--- src/rtl/rf_dbg_pkg.sv ---
// Shared definitions for the register-file debug port, its register file and the core's RF port mux.
package rf_dbg_pkg;
    localparam int DEF_NUM_REGS = 32;
    localparam int DEF_ADDR_W   = 5;
    localparam int DEF_DATA_W   = 32;

    localparam logic CMD_DUMP = 1'b0;
    localparam logic CMD_FILL = 1'b1;

    typedef enum logic [2:0] {
        ST_IDLE,
        ST_D_ADDR,
        ST_D_WAIT,
        ST_D_OUT,
        ST_F_IN,
        ST_F_WR,
        ST_DONE
    } state_e;
endpackage

--- src/rtl/regfile_debug_port.sv ---
// Debug master for the register file: dumps every register as a valid/ready stream, or fills
// registers from an input stream, raising busy so the core stays off the RF ports meanwhile.
module regfile_debug_port
    import rf_dbg_pkg::*;
#(
    parameter int NUM_REGS = DEF_NUM_REGS,
    parameter int ADDR_W   = DEF_ADDR_W,
    parameter int DATA_W   = DEF_DATA_W,
    parameter bit SKIP_X0  = 1'b1
) (
    input  logic              clk,
    input  logic              rst,
    input  logic              cmd_valid,
    input  logic              cmd_op,
    output logic              cmd_ready,
    output logic              busy,
    output logic              done,
    output logic              out_valid,
    input  logic              out_ready,
    output logic [ADDR_W-1:0] out_idx,
    output logic [DATA_W-1:0] out_data,
    output logic              out_last,
    input  logic              in_valid,
    output logic              in_ready,
    input  logic [DATA_W-1:0] in_data,
    output logic [ADDR_W-1:0] rf_rr,
    input  logic [DATA_W-1:0] rf_rd,
    output logic              rf_we,
    output logic [ADDR_W-1:0] rf_wr,
    output logic [DATA_W-1:0] rf_wd
);
    localparam logic [ADDR_W-1:0] LAST_IDX   = ADDR_W'(NUM_REGS - 1);
    localparam logic [ADDR_W-1:0] FILL_START = ADDR_W'(SKIP_X0 ? 1 : 0);

    state_e            state_q, state_d;
    logic [ADDR_W-1:0] idx_q, idx_d;
    logic [DATA_W-1:0] out_data_q, out_data_d;
    logic [ADDR_W-1:0] rf_wr_q, rf_wr_d;
    logic [DATA_W-1:0] rf_wd_q, rf_wd_d;
    logic              at_last;
    logic              in_dump;

    assign at_last = (idx_q == LAST_IDX);
    assign in_dump = (state_q == ST_D_ADDR) || (state_q == ST_D_WAIT) || (state_q == ST_D_OUT);

    always_ff @(posedge clk) begin
        if (rst) begin
            state_q    <= ST_IDLE;
            idx_q      <= '0;
            out_data_q <= '0;
            rf_wr_q    <= '0;
            rf_wd_q    <= '0;
        end else begin
            state_q    <= state_d;
            idx_q      <= idx_d;
            out_data_q <= out_data_d;
            rf_wr_q    <= rf_wr_d;
            rf_wd_q    <= rf_wd_d;
        end
    end

    always_comb begin
        state_d    = state_q;
        idx_d      = idx_q;
        out_data_d = out_data_q;
        rf_wr_d    = rf_wr_q;
        rf_wd_d    = rf_wd_q;
        case (state_q)
            ST_IDLE: begin
                if (cmd_valid) begin
                    if (cmd_op == CMD_FILL) begin
                        idx_d   = FILL_START;
                        state_d = ST_F_IN;
                    end else begin
                        idx_d   = '0;
                        state_d = ST_D_ADDR;
                    end
                end
            end
            ST_D_ADDR: state_d = ST_D_WAIT;
            ST_D_WAIT: begin
                // Read data is valid here because rf_rr has been held at idx since D_ADDR.
                out_data_d = rf_rd;
                state_d    = ST_D_OUT;
            end
            ST_D_OUT: begin
                if (out_ready) begin
                    if (at_last) begin
                        state_d = ST_DONE;
                    end else begin
                        idx_d   = idx_q + 1'b1;
                        state_d = ST_D_ADDR;
                    end
                end
            end
            ST_F_IN: begin
                if (in_valid) begin
                    rf_wr_d = idx_q;
                    rf_wd_d = in_data;
                    state_d = ST_F_WR;
                end
            end
            ST_F_WR: begin
                if (at_last) begin
                    state_d = ST_DONE;
                end else begin
                    idx_d   = idx_q + 1'b1;
                    state_d = ST_F_IN;
                end
            end
            ST_DONE: state_d = ST_IDLE;
            default: state_d = ST_IDLE;
        endcase
    end

    assign cmd_ready = (state_q == ST_IDLE);
    assign busy      = (state_q != ST_IDLE);
    assign done      = (state_q == ST_DONE);
    assign out_valid = (state_q == ST_D_OUT);
    assign out_idx   = out_valid ? idx_q : '0;
    assign out_data  = out_data_q;
    assign out_last  = out_valid && at_last;
    assign in_ready  = (state_q == ST_F_IN);
    assign rf_rr     = in_dump ? idx_q : '0;
    // Write address/data are registered one cycle ahead so they are stable for the whole rf_we pulse.
    assign rf_we     = (state_q == ST_F_WR);
    assign rf_wr     = rf_wr_q;
    assign rf_wd     = rf_wd_q;
endmodule

--- config.mk ---
export PLATFORM = sky130hd
export DESIGN_NAME = regfile_debug_port
export DESIGN_NICKNAME = d
export VERILOG_FILES = /design/src/rtl/rf_dbg_pkg.sv /design/src/rtl/regfile_debug_port.sv
export SDC_FILE = /design/constraint.sdc
export NUM_CORES = 1
export LEC_CHECK = 0
export ABC_AREA = 1
export CORE_AREA = 2 2 91 93
export CTS_CLUSTER_SIZE = 12
export DETAILED_ROUTE_END_ITERATION = 12
export DIE_AREA = 0 0 93 95
export GPL_ROUTABILITY_DRIVEN = 0
export PLACE_DENSITY = 0.88
export SLEW_MARGIN = 30
export SYNTH_ARGS = -nofsm -noshare
export SYNTH_HDL_FRONTEND = slang
export SYNTH_SLANG_ARGS = --single-unit
--- constraint.sdc ---
create_clock -name clk -period 1.6 [get_ports clk]
set_input_delay 0.32 -clock clk [delete_from_list [all_inputs] [get_ports clk]]
set_output_delay 0.32 -clock clk [all_outputs]
set_load 0.02 [all_outputs]
**Yosys cells after proc, flatten, opt, wreduce, memory -nomap -nowiden**

Index checks and enable logic that the tools add are counted.

- Input port bits: 70
- Memory bits (read-only): 0
- Register bits after elaboration: 77
- Memories: 0
- Bits in latches: 0
- Bits in writable memories: 0

- $add $sub $neg: 1
- Shift operators: 0
- Multiplexer cells: 14
- Divide/modulo/power cells: 0
- Bitwise operators: 0
- Reduce and logical (&&, ||, !) cells: 9
- Order comparisons: 0
- Multiply operators: 0
- Equality and inequality tests: 10

Operator list:

| operator | number |
|---|---|
| $mux W5 | 5 |
| $pmux W3 S6 | 1 |
| $mux W3 | 5 |
| $pmux W5 S3 | 1 |
| $eq A3 B3 Y1 const B | 3 |
| $eq A3 B2 Y1 const B | 2 |
| $reduce_and A3 Y1 | 2 |
| $reduce_bool A3 Y1 | 2 |
| $add A5 B1 Y5 const B | 1 |
| $eq A5 B5 Y1 const B | 1 |
| $ne A2 B2 Y1 const B | 2 |
| $eq A3 B1 Y1 const B | 1 |
| $logic_not A3 Y1 | 1 |
| $logic_or A1 B1 Y1 | 2 |
| $mux W2 | 1 |
| $ne A2 B1 Y1 const B | 1 |
| $reduce_and A2 Y1 | 1 |
| $logic_and A1 B1 Y1 | 1 |
| $mux W1 | 1 |

**Longest topological paths before layout**

- Word-level depth: 4
- Gate-level depth with buffers: 10
- Depth with buffers taken out: 10

**Least setup slack after synthesis**

No wires, ideal clock.

- Path type: reg-to-output
- Start: register idx_q[1]
- End: output port out_last
- Arrival time: 1.128 ns
- Required time: 1.280 ns
- Path slack: 0.152 ns
- Stages on the path, launching flop included: 7
- Cells stage by stage: dfxtp_1 -> ha_1 -> nand2_1 -> nor2_1 -> ha_1 -> nand2_1 -> inv_1

- Cells in the longest elaborated chain, start to end: 2

Ends and longest elaborated chain:

| what | RTL line | RTL |
|---|---|---|
| from (decl) | regfile_debug_port.sv:36 | `logic [ADDR_W-1:0] idx_q, idx_d;` |
| from (signal assigned) | regfile_debug_port.sv:55 | `idx_q <= idx_d;` |
| $eq A5 B5 Y1 | regfile_debug_port.sv:43 | `assign at_last = (idx_q == LAST_IDX);` |
| $logic_and A1 B1 Y1 | regfile_debug_port.sv:122 | `assign out_last = out_valid && at_last;` |
| to (decl) | regfile_debug_port.sv:22 | `output logic out_last,` |

Every way passes these cells.

**Worst setup path after layout**

- Start: register idx_q[0]
- End: output port out_last

The elaborated chain is that of the path after synthesis.

==> metrics.cfg <==
[setup_path]
critical_path.cell_chain=ha_4 -> nand2_2 -> nor2_2 -> ha_2 -> nand2_2 -> inv_2 -> buf_6
timing.reg2reg.setup_slack_ns=0.09
worstPathArrival_ns=1.38
critical-path-top-cell-by-count=nand2_2
cp.depth=7
cpMaxStageDelayCell=dfxtp_2
worst_ep_required_time_ns=1.28
reg2reg_depth=11
crit_family=flip-flops
cpPeakStageDelay_ns=0.36
critical_path_class=reg -> out
critical_path_buf_inv_count=2
crit-reg2reg-launch=idx_q[1]
kind_of_start_point_of_the_critical_path=flop
critical_path_fanout_max=2
r2r-end=idx_q[1]
setup.worst_path.end_class=output port

[clock_tree]
cts.clk_slew.worst_paths_ns=0.07
cts_root_buffer=clkbuf_8
tritoncts_clock_tree=built
tritoncts.num_buffers=9
cts-hold-fix-buffers=0
worst_skew_pair.late_latency_ns=0.33
cts_num_sinks=77
number_of_buffers_on_the_longest_clock_path=2
cts-htree-levels=3

[sta]
finalSetupViolCount=1
hold_viol_final=0
rsz_0062_raised_after_global_routing=true
post-route-worst-setup-slack_ns=-0.09797
period_share_pct=106.1
finalCriticalPeriod_ns=1.698
timing_max_transition_violations_final=0
clock.fmax_mhz=588.9
worst_clock_skew_ns=0.01020
slew_headroom_pct=78.25
totalNegativeSetupSlack_ns=-0.09797
tightestPinTransition_ns=0.3254

[final_layout]
final_cell_count_without_fillers=697
synthToLayoutAreaGrowth_pct=68.10
drive_above_1_share_pct=16.39
antenna_cells=0
num-nets-final=659
fillerInstances=689

[detailed_routing]
pre_repair_dr_iteration_count=4
totalWireLength_um=9163
detailroute.via_count=3349
dr.first_iter.drc_count=84
wl_per_cell_um=13.15
drt-vias-per-instance=4.805
detail-route-antenna-nets=0
route.detailed.drc=0

[pwr]
power_w=0.005542
total_leakage_power_nw=2.395
vdd_ir_drop_max_mv=0.5222
power_density_of_the_placed_cells_nw_per_um2=1082

[logic_synthesis]
synth_top_cell_by_area=dfxtp_1
yosys.cell_count.top_type=nor2_1
yosysWarnings=0
synth_fp_nets=484
netlist_top_cells_area=dfxtp_1 (51%), nor2_1 (11%), nand3_1 (7.7%)
synth_top_cells_by_count=nor2_1 (90), dfxtp_1 (77), nand2_1 (61)
synthCells=412
syn-cell-area_um2=3048
asyncSetResetFlopFracSynth_pct=0
ys_seq_elements=77
sequential_share_of_the_synthesized_area_pct=50.57
number_of_flops_mapped_to_enable_cells_by_yosys=0
synth_flop_cell=dfxtp_1
yosys.cell_types.count=18
avgSynthCellArea_um2=7.398
synth.top_cell.area_share_pct=50.57

[min_path]
hold_depth=2
worstHoldEndpoint=rf_wd[14]
worst_hold_path_type=reg -> reg
hold_path_startpoint=rf_wd[14]

[floorplanning]
io-pin-count=156
floorplan.die_area_um2=8835
initial_cell_density_of_the_core_pct=38.45
core_region_area_um2=7928
die_y_um=95
die-width_um=93
row_count=33

[global_route]
vias_in_the_first_global_route=3140
sum_of_overflow_across_all_layers_after_global_routing=0
number_of_antenna_violations_at_the_first_check_in_global_routing=0
grtUsageMet1_pct=23.21
met3_usage_pct=5.427
groute.layer.met2.usage_pct=35.45
grt_first_pass_wirelength_um=14360
gr-max-usage-layer=met2
pin_count_of_the_biggest_net_entering_global_routing=39
grtUsageTotal_pct=20.02

[placed_design]
dp_cells=675
io_buffers=155
dpl.hpwl_um=6510

[job]
max-cap-violations=0

[outcome]
status=complete, but fails checks
failed_checks=negative setup slack

-- cell type report --
cell class / count / area (um2) / share of cell area, %
clock buffers: 11 / 151.4 / 2.955
clock inverters: 5 / 58.81 / 1.148
multi-input cells: 290 / 1376 / 26.86
repair buffers: 191 / 1788 / 34.90
well taps: 105 / 131.4 / 2.564
flip-flops and latches: 77 / 1550 / 30.26
inverters: 18 / 67.56 / 1.319
-- tightest hold or removal path, delay by kind of cell (launching register included) --
family | cells | cell delay [ns]
DFF | 1 | 0.31
and+or+nand+nor | 1 | 0.06
AOI/OAI and AO/OA | 1 | 0.05
-- repair_timing --
action                                 4_1_cts  5_1_grt
setup endpoints to repair                  109       57
setup buffers                                3        3
cloned                                       0        1
pin swaps                                    4        6
gates resized for setup                    144       30
endpoints found under the hold margin        0        0
-- stage by stage --
step / utilization (%) / hold slack (ns) / instance area [um2] / worst slack [ns]
after floorplan: - / 0.4844 / 3048 / 0.1520
after global placement: 61.44 / 0.4473 / 4871 / -0.3088
after detailed placement: 61.44 / 0.4539 / 4871 / -0.3426
after CTS: 63.04 / 0.4646 / 4997 / -0.1433
after global routing: 64.63 / 0.4797 / 5124 / -0.1680
final: 64.63 / 0.4577 / 5124 / -0.09797
-- how the worst max path moves through the flow --
| stage | from | to |
|---|---|---|
| floorplan | idx_q[1] | out_last |
| global placement | idx_q[0] | out_last |
| detailed placement | idx_q[0] | out_last |
| CTS | idx_q[1] | out_last |
| global route | idx_q[0] | out_last |
| finish | idx_q[0] | out_last |
-- state kept, by name (all words and copies together), names as in the netlist --
name,count
idx_q,5
state_q,3
out_data,32
rf_wr,5
rf_wd,32
-- metal layers --
| layer | routed length (um) | up-vias |
|---|---|---|
| met5 | 0 | - |
| met4 | 218 | 0 |
| met3 | 814 | 22 |
| met2 | 4501 | 146 |
| met1 | 3628 | 1496 |
| li1 | - | 1685 |
-- report_power, final --
part	total [W]	switching [W]	internal, W
Combinational	0.00182	0.00101	0.000818
Clock	0.00149	0.000687	0.000806
Sequential	0.00223	0.000112	0.00211
-- layout by cell type, fill, tap and decap left out, types with 3 or more instances in the layout --
cell,netlist,layout
nor2_1,90,87
dfxtp_1,77,72
clkdlybuf4s50_1,0,70
dlygate4sd2_1,0,62
nand2_1,61,58
nand3_1,47,46
a21oi_1,42,42
buf_4,0,36
o21ai_0,36,35
inv_1,16,14
clkbuf_8,0,11
buf_2,9,8
dlymetal6s2s_1,0,6
nand2_2,6,5
buf_12,0,5
inv_2,2,4
nand2_4,0,4
dfxtp_2,0,4
nor2_2,2,3
nor2_4,1,3
-- kinds of logic after synthesis --
| group | count (synthesis) | synth area share (%) |
|---|---|---|
| xor gates and xnor gates | 1 | 0.2874 |
| adders and majority gates | 2 | 0.8209 |
| AOI/OAI and AO/OA | 78 | 12.81 |
| DFF | 77 | 50.57 |
| buffers and inverters | 45 | 6.650 |
| and+or+nand+nor | 209 | 28.86 |
Note: power is estimated with default switching activity, not from simulation.
